$ cat src/rtl/sparc_muldiv_unit_pkg.sv
// Shared definitions for the iterative SPARC V8 multiply/divide unit:
// operation codes, FSM state encoding and ICC bit positions used by the PSR logic.
package sparc_muldiv_unit_pkg;

    localparam logic [1:0] MD_UMUL = 2'b00;
    localparam logic [1:0] MD_SMUL = 2'b01;
    localparam logic [1:0] MD_UDIV = 2'b10;
    localparam logic [1:0] MD_SDIV = 2'b11;

    typedef enum logic [1:0] {
        MD_IDLE = 2'd0,
        MD_CALC = 2'd1,
        MD_FIX  = 2'd2,
        MD_DONE = 2'd3
    } md_state_t;

    localparam int ICC_N = 3;
    localparam int ICC_Z = 2;
    localparam int ICC_V = 1;
    localparam int ICC_C = 0;

    function automatic logic op_is_div(input logic [1:0] op);
        return op[1];
    endfunction

endpackage

$ cat src/rtl/sparc_muldiv_unit_step.sv
// One combinational iteration: shift-add for multiply, restoring shift-subtract
// for divide. acc is the product high half or the partial remainder.
module sparc_muldiv_unit_step #(
    parameter int WIDTH = 32
) (
    input  logic             is_div,
    input  logic [WIDTH-1:0] acc,
    input  logic [WIDTH-1:0] q,
    input  logic [WIDTH-1:0] d,
    output logic [WIDTH-1:0] acc_next,
    output logic [WIDTH-1:0] q_next
);

    logic [WIDTH:0]   sum;
    logic [WIDTH:0]   shifted;
    logic [WIDTH-1:0] diff;
    logic             ge;

    always_comb begin
        sum     = {1'b0, acc} + (q[0] ? {1'b0, d} : '0);
        shifted = {acc, q[WIDTH-1]};
        ge      = (shifted >= {1'b0, d});
        // Remainder stays below the divisor, so the low WIDTH bits of the difference are exact.
        diff    = shifted[WIDTH-1:0] - d;
        if (is_div) begin
            acc_next = ge ? diff : shifted[WIDTH-1:0];
            q_next   = {q[WIDTH-2:0], ge};
        end else begin
            acc_next = sum[WIDTH:1];
            q_next   = {sum[0], q[WIDTH-1:1]};
        end
    end

endmodule

$ cat src/rtl/sparc_muldiv_unit.sv
// Iterative UMUL/SMUL/UDIV/SDIV unit: FSM, iteration counter and sign/overflow fix-up.
// Handshake: start is accepted only in IDLE; busy covers CALC and FIX; done pulses once with results.
module sparc_muldiv_unit
    import sparc_muldiv_unit_pkg::*;
#(
    parameter int WIDTH = 32,
    parameter int STEPS = 1
) (
    input  logic             Clk,
    input  logic             Clr,
    input  logic             start,
    input  logic [1:0]       op,
    input  logic [WIDTH-1:0] A,
    input  logic [WIDTH-1:0] B,
    input  logic [WIDTH-1:0] Y_in,
    output logic             busy,
    output logic             done,
    output logic [WIDTH-1:0] result,
    output logic [WIDTH-1:0] Y_out,
    output logic [3:0]       icc,
    output logic             div_zero,
    output logic [1:0]       dbg_state
);

    localparam int ITERS = WIDTH / STEPS;
    localparam int CNT_W = $clog2(ITERS + 1);
    localparam logic [WIDTH-1:0] MOST_NEG = {1'b1, {(WIDTH-1){1'b0}}};

    md_state_t        state;
    logic [1:0]       op_q;
    logic [WIDTH-1:0] acc_q, q_q, d_q, y_q;
    logic             neg_q, ovf_q;
    logic [CNT_W-1:0] cnt_q;

    // Operand conditioning at start: magnitudes, result sign and early divide overflow.
    logic [WIDTH-1:0]   a_mag, b_mag;
    logic [2*WIDTH-1:0] dvd_mag;
    logic [WIDTH-1:0]   ld_acc, ld_q, ld_d;
    logic               ld_neg, ld_ovf;

    always_comb begin
        a_mag   = A[WIDTH-1] ? -A : A;
        b_mag   = B[WIDTH-1] ? -B : B;
        dvd_mag = Y_in[WIDTH-1] ? -{Y_in, A} : {Y_in, A};
        ld_acc  = '0;
        ld_q    = A;
        ld_d    = B;
        ld_neg  = 1'b0;
        ld_ovf  = 1'b0;
        case (op)
            MD_SMUL: begin
                ld_q   = a_mag;
                ld_d   = b_mag;
                ld_neg = A[WIDTH-1] ^ B[WIDTH-1];
            end
            MD_UDIV: begin
                ld_acc = Y_in;
                ld_ovf = (Y_in >= B);
            end
            MD_SDIV: begin
                ld_acc = dvd_mag[2*WIDTH-1:WIDTH];
                ld_q   = dvd_mag[WIDTH-1:0];
                ld_d   = b_mag;
                ld_neg = Y_in[WIDTH-1] ^ B[WIDTH-1];
                ld_ovf = (dvd_mag[2*WIDTH-1:WIDTH] >= b_mag);
            end
            default: ;
        endcase
    end

    for (genvar i = 0; i < STEPS; i++) begin : g_step
        logic [WIDTH-1:0] acc_in, q_in, acc_out, q_out;
        if (i == 0) begin : g_first
            assign acc_in = acc_q;
            assign q_in   = q_q;
        end else begin : g_next
            assign acc_in = g_step[i-1].acc_out;
            assign q_in   = g_step[i-1].q_out;
        end
        sparc_muldiv_unit_step #(.WIDTH(WIDTH)) u_step (
            .is_div  (op_is_div(op_q)),
            .acc     (acc_in),
            .q       (q_in),
            .d       (d_q),
            .acc_next(acc_out),
            .q_next  (q_out)
        );
    end

    logic [2*WIDTH-1:0] prod_s;
    logic [WIDTH-1:0]   fix_res, fix_y;
    logic               fix_v;
    logic [3:0]         fix_icc;

    always_comb begin
        prod_s  = neg_q ? -{acc_q, q_q} : {acc_q, q_q};
        fix_res = prod_s[WIDTH-1:0];
        fix_y   = prod_s[2*WIDTH-1:WIDTH];
        fix_v   = 1'b0;
        case (op_q)
            MD_UDIV: begin
                fix_v   = ovf_q;
                fix_res = ovf_q ? '1 : q_q;
                fix_y   = y_q;
            end
            MD_SDIV: begin
                // A negative quotient may reach the most-negative value; a positive one may not.
                fix_v   = ovf_q | (neg_q ? (q_q > MOST_NEG) : q_q[WIDTH-1]);
                fix_res = fix_v ? (neg_q ? MOST_NEG : ~MOST_NEG) : (neg_q ? -q_q : q_q);
                fix_y   = y_q;
            end
            default: ;
        endcase
        fix_icc        = '0;
        fix_icc[ICC_N] = fix_res[WIDTH-1];
        fix_icc[ICC_Z] = (fix_res == '0);
        fix_icc[ICC_V] = fix_v;
        fix_icc[ICC_C] = 1'b0;
    end

    always_ff @(posedge Clk) begin
        if (Clr) begin
            state    <= MD_IDLE;
            busy     <= 1'b0;
            done     <= 1'b0;
            div_zero <= 1'b0;
            result   <= '0;
            Y_out    <= '0;
            icc      <= '0;
            op_q     <= MD_UMUL;
            acc_q    <= '0;
            q_q      <= '0;
            d_q      <= '0;
            y_q      <= '0;
            neg_q    <= 1'b0;
            ovf_q    <= 1'b0;
            cnt_q    <= '0;
        end else begin
            case (state)
                MD_IDLE: begin
                    done     <= 1'b0;
                    div_zero <= 1'b0;
                    if (start) begin
                        if (op_is_div(op) && (B == '0)) begin
                            state    <= MD_DONE;
                            done     <= 1'b1;
                            div_zero <= 1'b1;
                        end else begin
                            state <= MD_CALC;
                            busy  <= 1'b1;
                            op_q  <= op;
                            acc_q <= ld_acc;
                            q_q   <= ld_q;
                            d_q   <= ld_d;
                            y_q   <= Y_in;
                            neg_q <= ld_neg;
                            ovf_q <= ld_ovf;
                            cnt_q <= CNT_W'(ITERS);
                        end
                    end
                end
                MD_CALC: begin
                    acc_q <= g_step[STEPS-1].acc_out;
                    q_q   <= g_step[STEPS-1].q_out;
                    cnt_q <= cnt_q - 1'b1;
                    if (cnt_q == CNT_W'(1)) state <= MD_FIX;
                end
                MD_FIX: begin
                    result <= fix_res;
                    Y_out  <= fix_y;
                    icc    <= fix_icc;
                    busy   <= 1'b0;
                    done   <= 1'b1;
                    state  <= MD_DONE;
                end
                default: begin
                    done     <= 1'b0;
                    div_zero <= 1'b0;
                    state    <= MD_IDLE;
                end
            endcase
        end
    end

    assign dbg_state = state;

endmodule

$ cat config.mk
export PLATFORM = sky130hd
export DESIGN_NAME = sparc_muldiv_unit
export DESIGN_NICKNAME = d
export VERILOG_FILES = /design/src/rtl/sparc_muldiv_unit_pkg.sv /design/src/rtl/sparc_muldiv_unit_step.sv /design/src/rtl/sparc_muldiv_unit.sv
export SDC_FILE = /design/constraint.sdc
export NUM_CORES = 1
export LEC_CHECK = 0
export ABC_AREA = 1
export ABC_CLOCK_PERIOD_IN_PS = 7500
export BUFFER_PORTS_ARGS = -buffer_cell sky130_fd_sc_hd__buf_4
export CAP_MARGIN = 20
export CORE_AREA = 5 5 304 246
export CTS_CLUSTER_DIAMETER = 100
export DETAILED_ROUTE_END_ITERATION = 8
export DIE_AREA = 0 0 309 251
export PLACE_DENSITY = 0.55
export SYNTH_ARGS = -nofsm -noshare
export SYNTH_HDL_FRONTEND = slang
export SYNTH_SLANG_ARGS = --single-unit
$ cat constraint.sdc
create_clock -name Clk -period 7.5 [get_ports Clk]
set_clock_uncertainty 0.2 [all_clocks]
set_input_delay 0.75 -clock Clk [delete_from_list [all_inputs] [get_ports Clk]]
set_output_delay 0.75 -clock Clk [all_outputs]
set_load 0.005 [all_outputs]
==> results of run 1 <==
[logic make-up (layout without fill, tap and decap cells)]
group                    Yosys count  after routing  share of synthesized area
AO/OA/AOI/OAI                    911            911                     0.2365
XOR/XNOR                         138            138                    0.05709
adder cells (fa/ha/maj)          140            140                    0.08345
buffers and inverters            588            664                     0.1059
flip-flops                       209            209                     0.1976
other                              1              3                  0.0001771
AND/OR/NAND/NOR                 1596           1596                     0.3192
[state kept, by name, indices dropped and copies added (netlist names), 2 cells and up]
register	flops
result	32
cnt_q	6
dbg_state	2
icc	2
Y_out	32
g_step.q_in	32
d_q	32
y_q	32
op_q	2
acc_q	32
[cells in the final DEF (no fill, tap or decap), types with 9 or more instances in the layout]
cell / instances
nand2_1: 829
inv_1: 407
a21oi_1: 392
nor2_1: 371
o21ai_0: 337
dfxtp_1: 207
nand3_1: 207
buf_4: 194
ha_1: 136
xor2_1: 115
nor3_1: 51
nand4_1: 48
o211ai_1: 33
a31oi_1: 27
nor4_1: 27
clkbuf_16: 26
xnor2_1: 23
o21ai_1: 17
o221ai_1: 15
inv_2: 13
a211oi_1: 13
or2_2: 12
nand3b_1: 12
nor2_2: 10
o21a_1: 9
o21bai_1: 9
o22ai_1: 9
[path summary, 6_finish.rpt]
path	startpoint	to	slack, ns	cells after the start
hold reg to reg	y_q[10]	y_q[10]	0.26	2
hold / removal	y_q[10]	y_q[10]	0.26	2
setup / recovery	B[1]	cnt_q[4]	3.32	17
setup reg to reg	acc_q[13]	acc_q[2]	3.40	14
[cell usage after synthesis, types with 3 or more instances]
library cell / count
nand2_4: 4
clkbuf_1: 132
o221a_2: 4
a211oi_1: 13
inv_2: 11
o31ai_1: 5
or2_2: 12
a21boi_0: 5
a31oi_1: 27
o21ai_0: 337
nand3_1: 207
o22ai_1: 9
a21oi_1: 392
nand3b_1: 12
inv_1: 409
nand2_2: 3
o21bai_1: 9
xor2_1: 115
o211ai_1: 33
nor3_1: 51
nand4_1: 48
o21ai_1: 17
nor2_1: 371
o221ai_1: 15
buf_2: 7
a21o_1: 8
ha_1: 138
o21a_1: 9
nand3_2: 4
nor3b_1: 5
buf_4: 5
dfxtp_1: 209
nor3_2: 4
a221oi_1: 4
nand2_1: 829
nor2_2: 10
and2_1: 3
nor4_1: 27
buf_1: 21
a21oi_2: 4
xnor2_1: 23
[report_power, final]
group	total (mW)	internal [mW]	switching [mW]	leakage, nW
sequential	2.15	1.47	0.676	1.72
combinational	5.87	1.85	4.02	9.09
clock	1.38	0.811	0.569	0.442
total	9.40	4.13	5.27	11.2
[tightest hold or removal path: stages (launching register included)]
cell,delay (ns)
dfxtp_1,0.30
inv_1,0.06
a21oi_1,0.06
[through the flow]
step	worst slack [ns]	total power, mW	area, um2	util	cells
3_5_place_dp	2.783	7.820	23160	0.3241	4556
6_report	3.319	9.399	24090	0.3372	4606
4_1_cts	3.394	9.226	24090	0.3371	4604
2_1_floorplan	3.964	5.767	21170	-	3583
3_3_place_gp	2.848	7.857	23160	0.3241	4556
5_1_grt	2.922	10.08	24090	0.3371	4605
[final cells by class]
type | count | area [um2]
Fill cell | 8089 | 47370
Multi-Input combinational cell | 2786 | 14750
Sequential cell | 209 | 4189
Inverter | 422 | 1585
Timing Repair Buffer | 194 | 1456
Tap cell | 945 | 1182
Clock buffer | 38 | 755.7
Clock inverter | 10 | 170.2
Antenna cell | 2 | 5.005
[layer usage]
layer / up-vias / share of wire
met1: 11350 / 0.49
met3: 98 / 0.11
met2: 1157 / 0.38
met5: - / 0
li1: 12050 / -
met4: 0 / 0.022
==> impl_metrics.yaml, run 1 <==
sta:
  setup_viol: 0
  slew_headroom: 0.2614
  worst_slew_pin_slew_ns: 1.098
  period_share: 0.5574
  fmax_ghz: 0.2392
  hold_slack_ns: 0.2599
  finalHoldViolCount: 0
  fin_setup_tns_ns: 0
  rsz0062_at_grt: "no"
  maxSlewViolCount: 0
  fin_crit_ns: 4.181
grt:
  grt.met3_usage: 0.06520
  antenna_found_initial: 3
  track_usage: 0.2432
  grt_max_degree: 97
  grtUsageMet2: 0.3231
  busiest_layer: "met1"
  grt_overflow: 0
  grt_pass1_vias: 22080
  grt_pass1_wl_um: 144900
  grt_util_met1: 0.3852
run_status:
  status: "complete, no violations"
synthesis:
  synth_edf_count: 0
  synth.area.top_cells: "dfxtp_1, nand2_1, a21oi_1, ha_1, o21ai_0"
  syn_area_um2: 21170
  synth.avg_cell_area_um2: 5.909
  synth_seq_cells: 209
  syn-num-nets: 3824
  synthDistinctLibCells: 64
  ys_seq_area_frac: 0.1976
  synth_top_area_share: 0.1976
  yosys.area.top_type: "dfxtp_1"
  async_flop_share: 0
  synth_warnings: 0
  ys.flop_type: "dfxtp_1"
  syn_inst: 3583
placed_design:
  gp_congestion: 0.9995
  dp.final_hpwl_um: 78700
  port_buffers: 172
setup_path:
  cp-end-kind: "register"
  slowest_delay_ns: 0.88
  crit_type: "input pin to register"
  cp.required_ns: 7.80
  cp_top_family: "buffers and inverters"
  cp_cell_sequence: "buf_4, inv_1, ha_1, nand4_1, nor3_2, nand4_1, nor2_1, nand2_1, nand3_2, inv_2, a21oi_4, inv_2, buf_4, nand2_1, inv_1, nand3_1, nor3b_1"
  critPathMaxFanout: 76
  path_buf_inv: 6
  critPathLaunchType: "input pin"
  critPathSlowestCell: "a21oi_4"
  critPathArrivalTime_ns: 4.48
die:
  io_pins: 174
  die_w_um: 309
  rows: 88
  initial_utilization: 0.2963
  die_area_um2: 77560
  core_area_um2: 71460
  die_h_um: 251
cts:
  htree_levels: 1
  clock_latency_ns: 0.58
  cts_tree: "yes"
  clockRootBuffer: "clkbuf_16"
  cts_setup_buffers: 0
  cts_buffer_depth: 3
  hold_buffers: 0
  cts.sinks: 209
  ctsResizeCount: 0
  numCtsBuffers: 26
  path_clk_slew_ns: 0.06
power_and_ir_drop:
  ir_drop_uv: 187.7
  p_leak_nw: 11.25
  power_density_nw_per_um2: 390.1
drt:
  via_count: 24660
  antenna_left: 0
  viasPerCell: 5.353
  drt-wirelength-per-cell_um: 21.67
  drt_iter0_markers: 2791
  dr.pass1.iters: 6
  wl_um: 99810
  drc: 0
run:
  timing.max_cap.violations: 0
layout:
  drive_gt1_frac: 0.08336
  nets: 3880
  area_growth_pct: 13.81
min_path:
  hold_path_class: "register to register"
No activity file was read; power rests on OpenSTA's default activity.
==> run 2, diff against run 1 <==
--- a/config.mk
+++ b/config.mk
@@ -6,7 +6,7 @@
 export NUM_CORES = 1
 export LEC_CHECK = 0
 export ABC_AREA = 1
-export ABC_CLOCK_PERIOD_IN_PS = 7500
+export ABC_CLOCK_PERIOD_IN_PS = 3900
 export BUFFER_PORTS_ARGS = -buffer_cell sky130_fd_sc_hd__buf_4
 export CAP_MARGIN = 20
 export CORE_AREA = 5 5 304 246
==> constraint.sdc (replaced) <==
create_clock -name Clk -period 3.9 [get_ports Clk]
set_clock_uncertainty 0.2 [all_clocks]
set_input_delay 0.39 -clock Clk [delete_from_list [all_inputs] [get_ports Clk]]
set_output_delay 0.39 -clock Clk [all_outputs]
set_load 0.005 [all_outputs]
==> impl_metrics.yaml, run 2 (synthesis gave the netlist of run 1 again) <==
die:
  die_h_um: 251
  io_pins: 174
  die_w_um: 309
  initial_utilization: 0.2963
  die_area_um2: 77560
  rows: 88
  core_area_um2: 71460
min_path:
  hold_path_class: "input pin to register"
  hold_path_depth: 3
run_status:
  status: "complete, no violations"
sta:
  fin_crit_ns: 3.677
  rsz0062_at_grt: "yes"
  period_share: 0.9429
  worst_slew_pin_slew_ns: 1.078
  setup_viol: 0
  fmax_ghz: 0.2719
  slew_headroom: 0.2812
  finalHoldViolCount: 0
  maxSlewViolCount: 0
drt:
  route.layer.met1.wl_um: 50110
  wl_um: 102700
  drt-wirelength-per-cell_um: 21.60
  wl_met2_um: 38920
  top_layer_used: "met4"
  wl_met3_um: 12200
  antenna_left: 0
  drc: 0
  via_count: 25270
  viasPerCell: 5.314
  dr.pass1.iters: 8
  drt_iter0_markers: 3200
layout:
  fin_area_um2: 25350
  area_growth_pct: 19.73
  nets: 4033
  diodes: 0
  nFillCells: 8007
  final_cells: 4756
  final_common_cell: "nand2_1"
  drive_gt1_frac: 0.1191
  mostFrequentLayoutCells: "nand2_1, inv_1, a21oi_1"
power_and_ir_drop:
  internal_power_mw: 8.261
  pwr-share-seq: 0.200
  clkPwrFrac: 0.138
  ir_drop_uv: 357.1
  fin_total_pwr_mw: 18.44
  pwr-share-comb: 0.662
  power_switching_mw: 10.18
  switching_share: 0.5520
  power_density_nw_per_um2: 727.5
  p_leak_nw: 12.01
placed_design:
  port_buffers: 172
  placed_cell_area_um2: 24260
  placed_cells: 4692
  gp_congestion: 0.9892
  dp.final_hpwl_um: 82630
setup_path:
  critPathArrivalTime_ns: 3.93
  cp-end-kind: "register"
  cp_top_family: "simple AND/OR/NAND/NOR gates"
  cp_num_cells: 19
  critPathSlowestCell: "dlygate4sd3_1"
  critPathLaunchType: "input pin"
  critPathMaxFanout: 4
  cp.required_ns: 4.15
  path_buf_inv: 4
  slowest_delay_ns: 0.53
  crit_type: "input pin to register"
  ff2ff_path_depth: 17
  crit_top_cell: "nand2_1"
  cp_cell_sequence: "dlygate4sd3_1, buf_4, nor3_2, nand3_1, buf_4, nor3_4, nand2_2, nor3_1, nand2_1, xor2_1, a21boi_0, ha_1, a21oi_1, o221a_2, nand2_1, a21oi_1, o21ai_0, nand2_1, inv_1"
cts:
  cts_buffer_depth: 3
  htree_levels: 1
  clockRootBuffer: "clkbuf_16"
  cts.sinks: 209
  clock_latency_ns: 0.57
  cts_tree: "yes"
  numCtsBuffers: 27
  cts_setup_buffers: 0
  path_clk_slew_ns: 0.06
grt:
  grt_max_degree: 142
  track_usage: 0.2514
  antenna_found_initial: 0
  grt_overflow: 0
  grt_pass1_wl_um: 150300
  grt_pass1_vias: 22830
run:
  timing.max_cap.violations: 0
run 2: power groups by stage:
stage               combinational (mW)  clock (mW)  sequential (mW)
floorplan                         7.69           0             3.40
global placement                  11.9           0             3.68
detailed placement                11.8           0             3.67
CTS                               11.9        2.60             3.63
global route                      13.4        2.68             3.73
finish                            12.2        2.55             3.68
run 2: path summary, 6_finish.rpt:
path | endpoint | slack [ns] | startpoint
max | ovf_q | 0.22 | A[0]
min | d_q[25] | 0.03 | B[25]
max reg2reg | icc[2] | 0.24 | g_step[0].q_in[0]
min reg2reg | y_q[11] | 0.25 | y_q[11]
run 2: layer usage:
layer,vias up,GRT usage
met3,89,0.05997
li1,12350,-
met1,11610,0.4041
met5,-,0
met2,1225,0.3410
met4,0,0.03225
run 2: area by class of cell:
| type | instances | area [um2] | area share |
|---|---|---|---|
| timing repair buffer | 346 | 2713 | 0.1070 |
| sequential | 209 | 4189 | 0.1653 |
| inverter | 422 | 1585 | 0.06254 |
| clock inverter | 15 | 158.9 | 0.006269 |
| clock buffer | 33 | 718.2 | 0.02833 |
| multi-input combinational | 2786 | 14800 | 0.5839 |
| tap | 945 | 1182 | 0.04665 |
run 2: worst min-delay path: cells and delay by family:
kind            cells  cell delay (ns)
compound gates      2             0.22
buf+inv             1             0.13
run 2: what timing repair did:
action,CTS,global route
hold buffers,16,0
endpoints found under the hold margin,15,0
gates resized for setup,0,18
endpoints found under the setup margin,0,2
run 2: stage by stage:
step	util	setup TNS (ns)	worst slack, ns	hold slack, ns
3_5_place_dp	0.3395	0	0.06427	0.2455
2_1_floorplan	-	0	0.7240	0.2297
6_report	0.3547	0	0.2227	0.03497
4_1_cts	0.3540	0	0.07919	0.002669
5_1_grt	0.3547	-0.02220	-0.02220	0.03695
3_3_place_gp	0.3395	0	0.1029	0.2393
